==> config.mk <==
export PLATFORM = sky130hd
export DESIGN_NAME = seg7_scan_driver
export DESIGN_NICKNAME = d
export VERILOG_FILES = /design/src/rtl/seg7_scan_driver.sv
export SDC_FILE = /design/constraint.sdc
export NUM_CORES = 1
export LEC_CHECK = 0
export BUFFER_PORTS_ARGS = -buffer_cell sky130_fd_sc_hd__buf_4
export CORE_AREA = 3 3 68 70
export CTS_CLUSTER_DIAMETER = 100
export DETAILED_ROUTE_END_ITERATION = 10
export DIE_AREA = 0 0 71 73
export PLACE_DENSITY = 0.88
export SLEW_MARGIN = 30
export SYNTH_ARGS = -nofsm -noshare
export SYNTH_HDL_FRONTEND = slang
export SYNTH_SLANG_ARGS = --single-unit
==> constraint.sdc <==
create_clock -name C -period 2.7 [get_ports C]
set_clock_uncertainty 0.15 [all_clocks]
set_input_delay 0.27 -clock C [delete_from_list [all_inputs] [get_ports C]]
set_output_delay 0.27 -clock C [all_outputs]
set_load 0.01 [all_outputs]
==> src/rtl/seg7_scan_driver.sv <==
// seg7_scan_driver
// Multiplexed 7-segment display driver. Captures a snapshot of the counter digit
// nibbles and decimal-point requests on LD. It then scans the digits one at a time
// onto a shared, registered SEG/DP bus with per-digit anode enables. Leading-zero
// blanking is optional and is sampled live. SCAN_TC pulses each time the scan
// moves on to the next digit.

module seg7_scan_driver #(
  parameter int NUM_DIGITS     = 4,
  parameter int SCAN_DIV       = 1000,
  parameter int ACTIVE_LOW_SEG = 1,
  parameter int ACTIVE_LOW_AN  = 1
) (
  input  logic                    C,
  input  logic                    CLR,
  input  logic                    LD,
  input  logic [4*NUM_DIGITS-1:0] D,
  input  logic [NUM_DIGITS-1:0]   DP_IN,
  input  logic                    BLANK_LZ,
  output logic [6:0]              SEG,
  output logic                    DP,
  output logic [NUM_DIGITS-1:0]   AN,
  output logic                    SCAN_TC
);

  localparam int IDX_W = (NUM_DIGITS > 1) ? $clog2(NUM_DIGITS) : 1;
  localparam int PRE_W = (SCAN_DIV > 1) ? $clog2(SCAN_DIV) : 1;

  localparam logic [IDX_W-1:0] IDX_LAST = IDX_W'(NUM_DIGITS - 1);
  localparam logic [PRE_W-1:0] PRE_LAST = PRE_W'(SCAN_DIV - 1);

  // XOR masks that turn the internal active-high form into the pin polarity.
  // Each mask is also the "everything off" value on the pins.
  localparam logic [6:0]            SEG_OFF = (ACTIVE_LOW_SEG != 0) ? 7'h7F : 7'h00;
  localparam logic                  DP_OFF  = (ACTIVE_LOW_SEG != 0) ? 1'b1 : 1'b0;
  localparam logic [NUM_DIGITS-1:0] AN_OFF  = (ACTIVE_LOW_AN != 0) ? '1 : '0;

  logic [PRE_W-1:0]          prescaler;
  logic [IDX_W-1:0]          idx;
  logic [4*NUM_DIGITS-1:0]   snap_d;
  logic [NUM_DIGITS-1:0]     snap_dp;
  logic                      scan_adv;

  logic [3:0]                cur_nib;
  logic                      cur_dp;
  logic [NUM_DIGITS-1:0]     cur_onehot;
  logic [NUM_DIGITS-1:0]     blank_vec;
  logic                      cur_blank;
  logic [6:0]                seg_ah;
  logic                      dp_ah;
  logic [NUM_DIGITS-1:0]     an_ah;

  // Hex glyph table in active-high {g,f,e,d,c,b,a} form. All 16 codes are defined.
  function automatic logic [6:0] hex_decode(input logic [3:0] nib);
    logic [6:0] s;
    case (nib)
      4'h0: s = 7'h3F;
      4'h1: s = 7'h06;
      4'h2: s = 7'h5B;
      4'h3: s = 7'h4F;
      4'h4: s = 7'h66;
      4'h5: s = 7'h6D;
      4'h6: s = 7'h7D;
      4'h7: s = 7'h07;
      4'h8: s = 7'h7F;
      4'h9: s = 7'h6F;
      4'hA: s = 7'h77;
      4'hB: s = 7'h7C;
      4'hC: s = 7'h39;
      4'hD: s = 7'h5E;
      4'hE: s = 7'h79;
      default: s = 7'h71;
    endcase
    return s;
  endfunction

  assign scan_adv = (prescaler == PRE_LAST);

  // Prescaler and digit index. The index steps on the last prescaler count, and
  // SCAN_TC marks that step. With SCAN_DIV=1 this makes SCAN_TC stay high.
  always_ff @(posedge C or posedge CLR) begin
    if (CLR) begin
      prescaler <= '0;
      idx       <= '0;
      SCAN_TC   <= 1'b0;
    end else begin
      SCAN_TC <= scan_adv;
      if (scan_adv) begin
        prescaler <= '0;
        idx       <= (idx == IDX_LAST) ? '0 : idx + 1'b1;
      end else begin
        prescaler <= prescaler + 1'b1;
      end
    end
  end

  // Snapshot of the digit nibbles and DP requests. It is only updated on LD.
  always_ff @(posedge C or posedge CLR) begin
    if (CLR) begin
      snap_d  <= '0;
      snap_dp <= '0;
    end else if (LD) begin
      snap_d  <= D;
      snap_dp <= DP_IN;
    end
  end

  // Leading-zero blanking: a digit goes dark when it and every digit above it are
  // zero, unless that digit asks for its own decimal point. Digit 0 always shows.
  always_comb begin
    logic upper_zero;
    blank_vec  = '0;
    upper_zero = 1'b1;
    for (int i = NUM_DIGITS - 1; i >= 1; i--) begin
      upper_zero   = upper_zero & (snap_d[4*i +: 4] == 4'h0);
      blank_vec[i] = BLANK_LZ & upper_zero & ~snap_dp[i];
    end
  end

  // Select the digit that the current index points at, together with its DP
  // request, its blanking flag and its one-hot anode enable.
  always_comb begin
    cur_nib    = '0;
    cur_dp     = 1'b0;
    cur_blank  = 1'b0;
    cur_onehot = '0;
    for (int i = 0; i < NUM_DIGITS; i++) begin
      if (idx == IDX_W'(i)) begin
        cur_nib       = snap_d[4*i +: 4];
        cur_dp        = snap_dp[i];
        cur_blank     = blank_vec[i];
        cur_onehot[i] = 1'b1;
      end
    end
  end

  // Active-high view of what the next output register values should be.
  always_comb begin
    seg_ah = '0;
    dp_ah  = 1'b0;
    an_ah  = '0;
    if (!cur_blank) begin
      seg_ah = hex_decode(cur_nib);
      dp_ah  = cur_dp;
      an_ah  = cur_onehot;
    end
  end

  // Registered pin drivers. Reset puts every output in its "off" state at the
  // selected polarity.
  always_ff @(posedge C or posedge CLR) begin
    if (CLR) begin
      SEG <= SEG_OFF;
      DP  <= DP_OFF;
      AN  <= AN_OFF;
    end else begin
      SEG <= seg_ah ^ SEG_OFF;
      DP  <= dp_ah ^ DP_OFF;
      AN  <= an_ah ^ AN_OFF;
    end
  end

endmodule
==> results.yml <==
pwr:
  p_switching_uw: 353
  leakagePower_uw: 0.00118
  p_clk_share_pct: 37.5
  pwr-share-seq_pct: 48.8
  powerDensity_nw_per_um2: 588
  swShare_pct: 22.5
  worst_ir_drop_vdd_mv: 0.297
  combPwrFrac_pct: 13.7
  p_int_uw: 1220
sta:
  fmax_mhz: 411
  drv_slew: 0
  finalHoldViolations: 0
  slew_headroom_pct: 47.4
  rsz0062_at_grt: "no"
  tns_ps: 0
  worst_hold_slack_ps: 34.4
  layout_min_cycle_time_ps: 2430
  finalCritPeriodShare_pct: 90.0
  worst_pin_slew_ps: 784
  setup_viol: 0
synth:
  synth_cells: 197
  async_reset_ff_share_pct: 100
  synth.net_count: 232
  synth_area_per_cell_um2: 11.3
  ys_seq_area_share_pct: 51.1
  ys_warn_count: 0
  synth_ff_type: "dfrtp_1"
  yosysUniqueCellTypes: 42
  synth_edf_count: 0
  yosys_register_bits: 45
  syn_area_um2: 2230
place:
  globalplace.congestion: 0.911
  io_buffers: 36
  place_area_um2: 2520
  dp_hpwl_mm: 3.01
layout:
  seqCellArea_um2: 1140
  layout.nets: 268
  layout_common_cells: "39 x buf_4, 33 x dfrtp_1, 21 x nand2_1"
  drive_gt1_share_pct: 36.3
  multi_input_area_um2: 995
  syn2layout_area_growth_pct: 19.7
  final_cell_area_um2: 2670
  diodes: 0
  fin_util_pct: 66.3
  fillers: 302
  final_common_cell: "buf_4"
setup_path:
  cp_slowest_cell: "dfrtp_1"
  crit_chain: "inv_1, ha_2, a21oi_1, o21ai_0, a22o_1, inv_1, ha_1, mux2_4, nand2_1, o211ai_1"
  cp-end-kind: "register"
  crit_path_start_kind: "register"
  path_max_fanout: 12
  cp_num_cells: 10
  cp_num_buf_inv: 2
  crit_top_cell: "inv_1"
  ff2ff_path_depth: 10
  critPathArrivalTime_ps: 2480
  setup.worst_path.class: "reg2reg"
  max_stage_delay_ps: 410
  required_ps: 2750
  crit_family: "adder cells"
floorplan:
  die_w_um: 71
  die_y_um: 73
  core_area_um2: 4030
  die-area_um2: 5180
  core.rowCount: 23
  io_pins: 37
  start_util_pct: 55.4
clocking:
  cts_root_buf: "clkbuf_8"
  cts_tree: "built"
  cts_max_level: 2
  clock_latency_ps: 300
  clockBufferDepth: 2
  clk_pin_slew_worst_paths_ps: 80
  cts_buffers: 5
  cts_setup_buffers: 0
  clock_sinks: 45
detailed_routing:
  via_count: 1576
  first_pass_iters: 4
  viasPerCell: 5.55
  post_drt_wl_per_cell_um: 14.9
  drt_iter0_markers: 108
  totalWireLength_mm: 4.24
  ant_nets: 0
  drc: 0
grt:
  grt_pass1_wl_mm: 7.38
  antenna_found_initial: 0
  overflow: 0
  grt_pass1_vias: 1640
  grt_usage_pct: 18.5
  grt_start_max_net_pins: 25
status:
  run_status: "complete, no violations"
worst_hold_path:
  hp-class: "in2reg"
  min_path_cells: 3
job:
  cap_violations: 0
## path summary, 6_finish.rpt
| kind | start | endpoint | slack, ps |
|---|---|---|---|
| setup / recovery | idx[0] | SEG[5] | 270 |
| setup reg to reg | idx[0] | SEG[5] | 270 |
| hold reg to reg | prescaler[0] | prescaler[0] | 340 |
| hold / removal | D[12] | snap_d[12] | 30 |
| min in group asynchronous | CLR | prescaler[0] | 430 |
| max in group asynchronous | CLR | snap_d[4] | 1270 |
## kinds of logic after synthesis
family / synth area share [%]
AOI/OAI and AO/OA: 11.1
xor gates and xnor gates: 2.35
adders and majority gates: 6.16
buffers and inverters: 4.70
DFF: 51.1
muxes: 11.0
and+or+nand+nor: 13.6
## what timing repair did
action | CTS | global route
endpoints found under the setup margin | 0 | 3
gates resized for setup | 0 | 3
hold endpoints to repair | 11 | 0
hold buffers | 1 | 0
## cell type report
cell class                 instances  share of cell area, %
tap                               50                   2.34
sequential                        45                   42.7
timing repair buffer              40                   11.3
clock buffer                       5                   2.57
multi-input combinational        131                   37.2
inverter                          10                   1.40
clock inverter                     3                   2.43
## state kept, by name, indices dropped and copies added (netlist names)
register,count
SEG,7
AN,4
DP,1
prescaler,10
idx,2
snap_dp,4
SCAN_TC,1
snap_d,16
## cell usage after synthesis (all sizes together) (3+ instances only)
| cell type | instances | area (um2) |
|---|---|---|
| ha | 11 | 138 |
| nand3 | 10 | 50.1 |
| a21oi | 6 | 30.0 |
| o21ai | 12 | 60.1 |
| mux2i | 4 | 40.0 |
| xnor2 | 3 | 26.3 |
| nand3b | 3 | 35.0 |
| dfstp | 12 | 315 |
| mux2 | 18 | 206 |
| nor2 | 11 | 41.3 |
| a211oi | 3 | 27.5 |
| a221o | 3 | 30.0 |
| clkbuf | 4 | 15.0 |
| xor2 | 3 | 26.3 |
| nor3b | 4 | 35.0 |
| dfrtp | 33 | 826 |
| inv | 10 | 37.5 |
| nand2 | 21 | 78.8 |
| buf | 7 | 52.5 |
## per-layer routing
metal  vias up  GRT usage [%]  part of all wire [%]
li1        758              -                     -
met1       757           21.2                    41
met2        48           32.1                    50
met3        13           4.55                   5.7
met4         0           9.81                   3.2
met5         -              0                     0
## per-stage QoR
step	power, uW	cells	setup slack [ps]
after detailed placement	993	275	201
after global placement	985	275	272
after floorplan	909	197	363
after global routing	1640	284	30.6
final	1570	284	270
after CTS	1590	284	171
## worst min-delay path, stage by stage
cell and delay [ps]:
buf_4 70, nand2_1 40, o21ai_0 60
## power by group through the flow
| stage | sequential, uW | clock [uW] | combinational (uW) |
|---|---|---|---|
| 4_1_cts | 767 | 604 | 217 |
| 6_report | 766 | 589 | 215 |
| 2_1_floorplan | 781 | 0 | 128 |
| 3_3_place_gp | 777 | 0 | 209 |
| 3_5_place_dp | 778 | 0 | 215 |
| 5_1_grt | 772 | 628 | 240 |
Note: power is estimated with default switching activity, not from simulation.
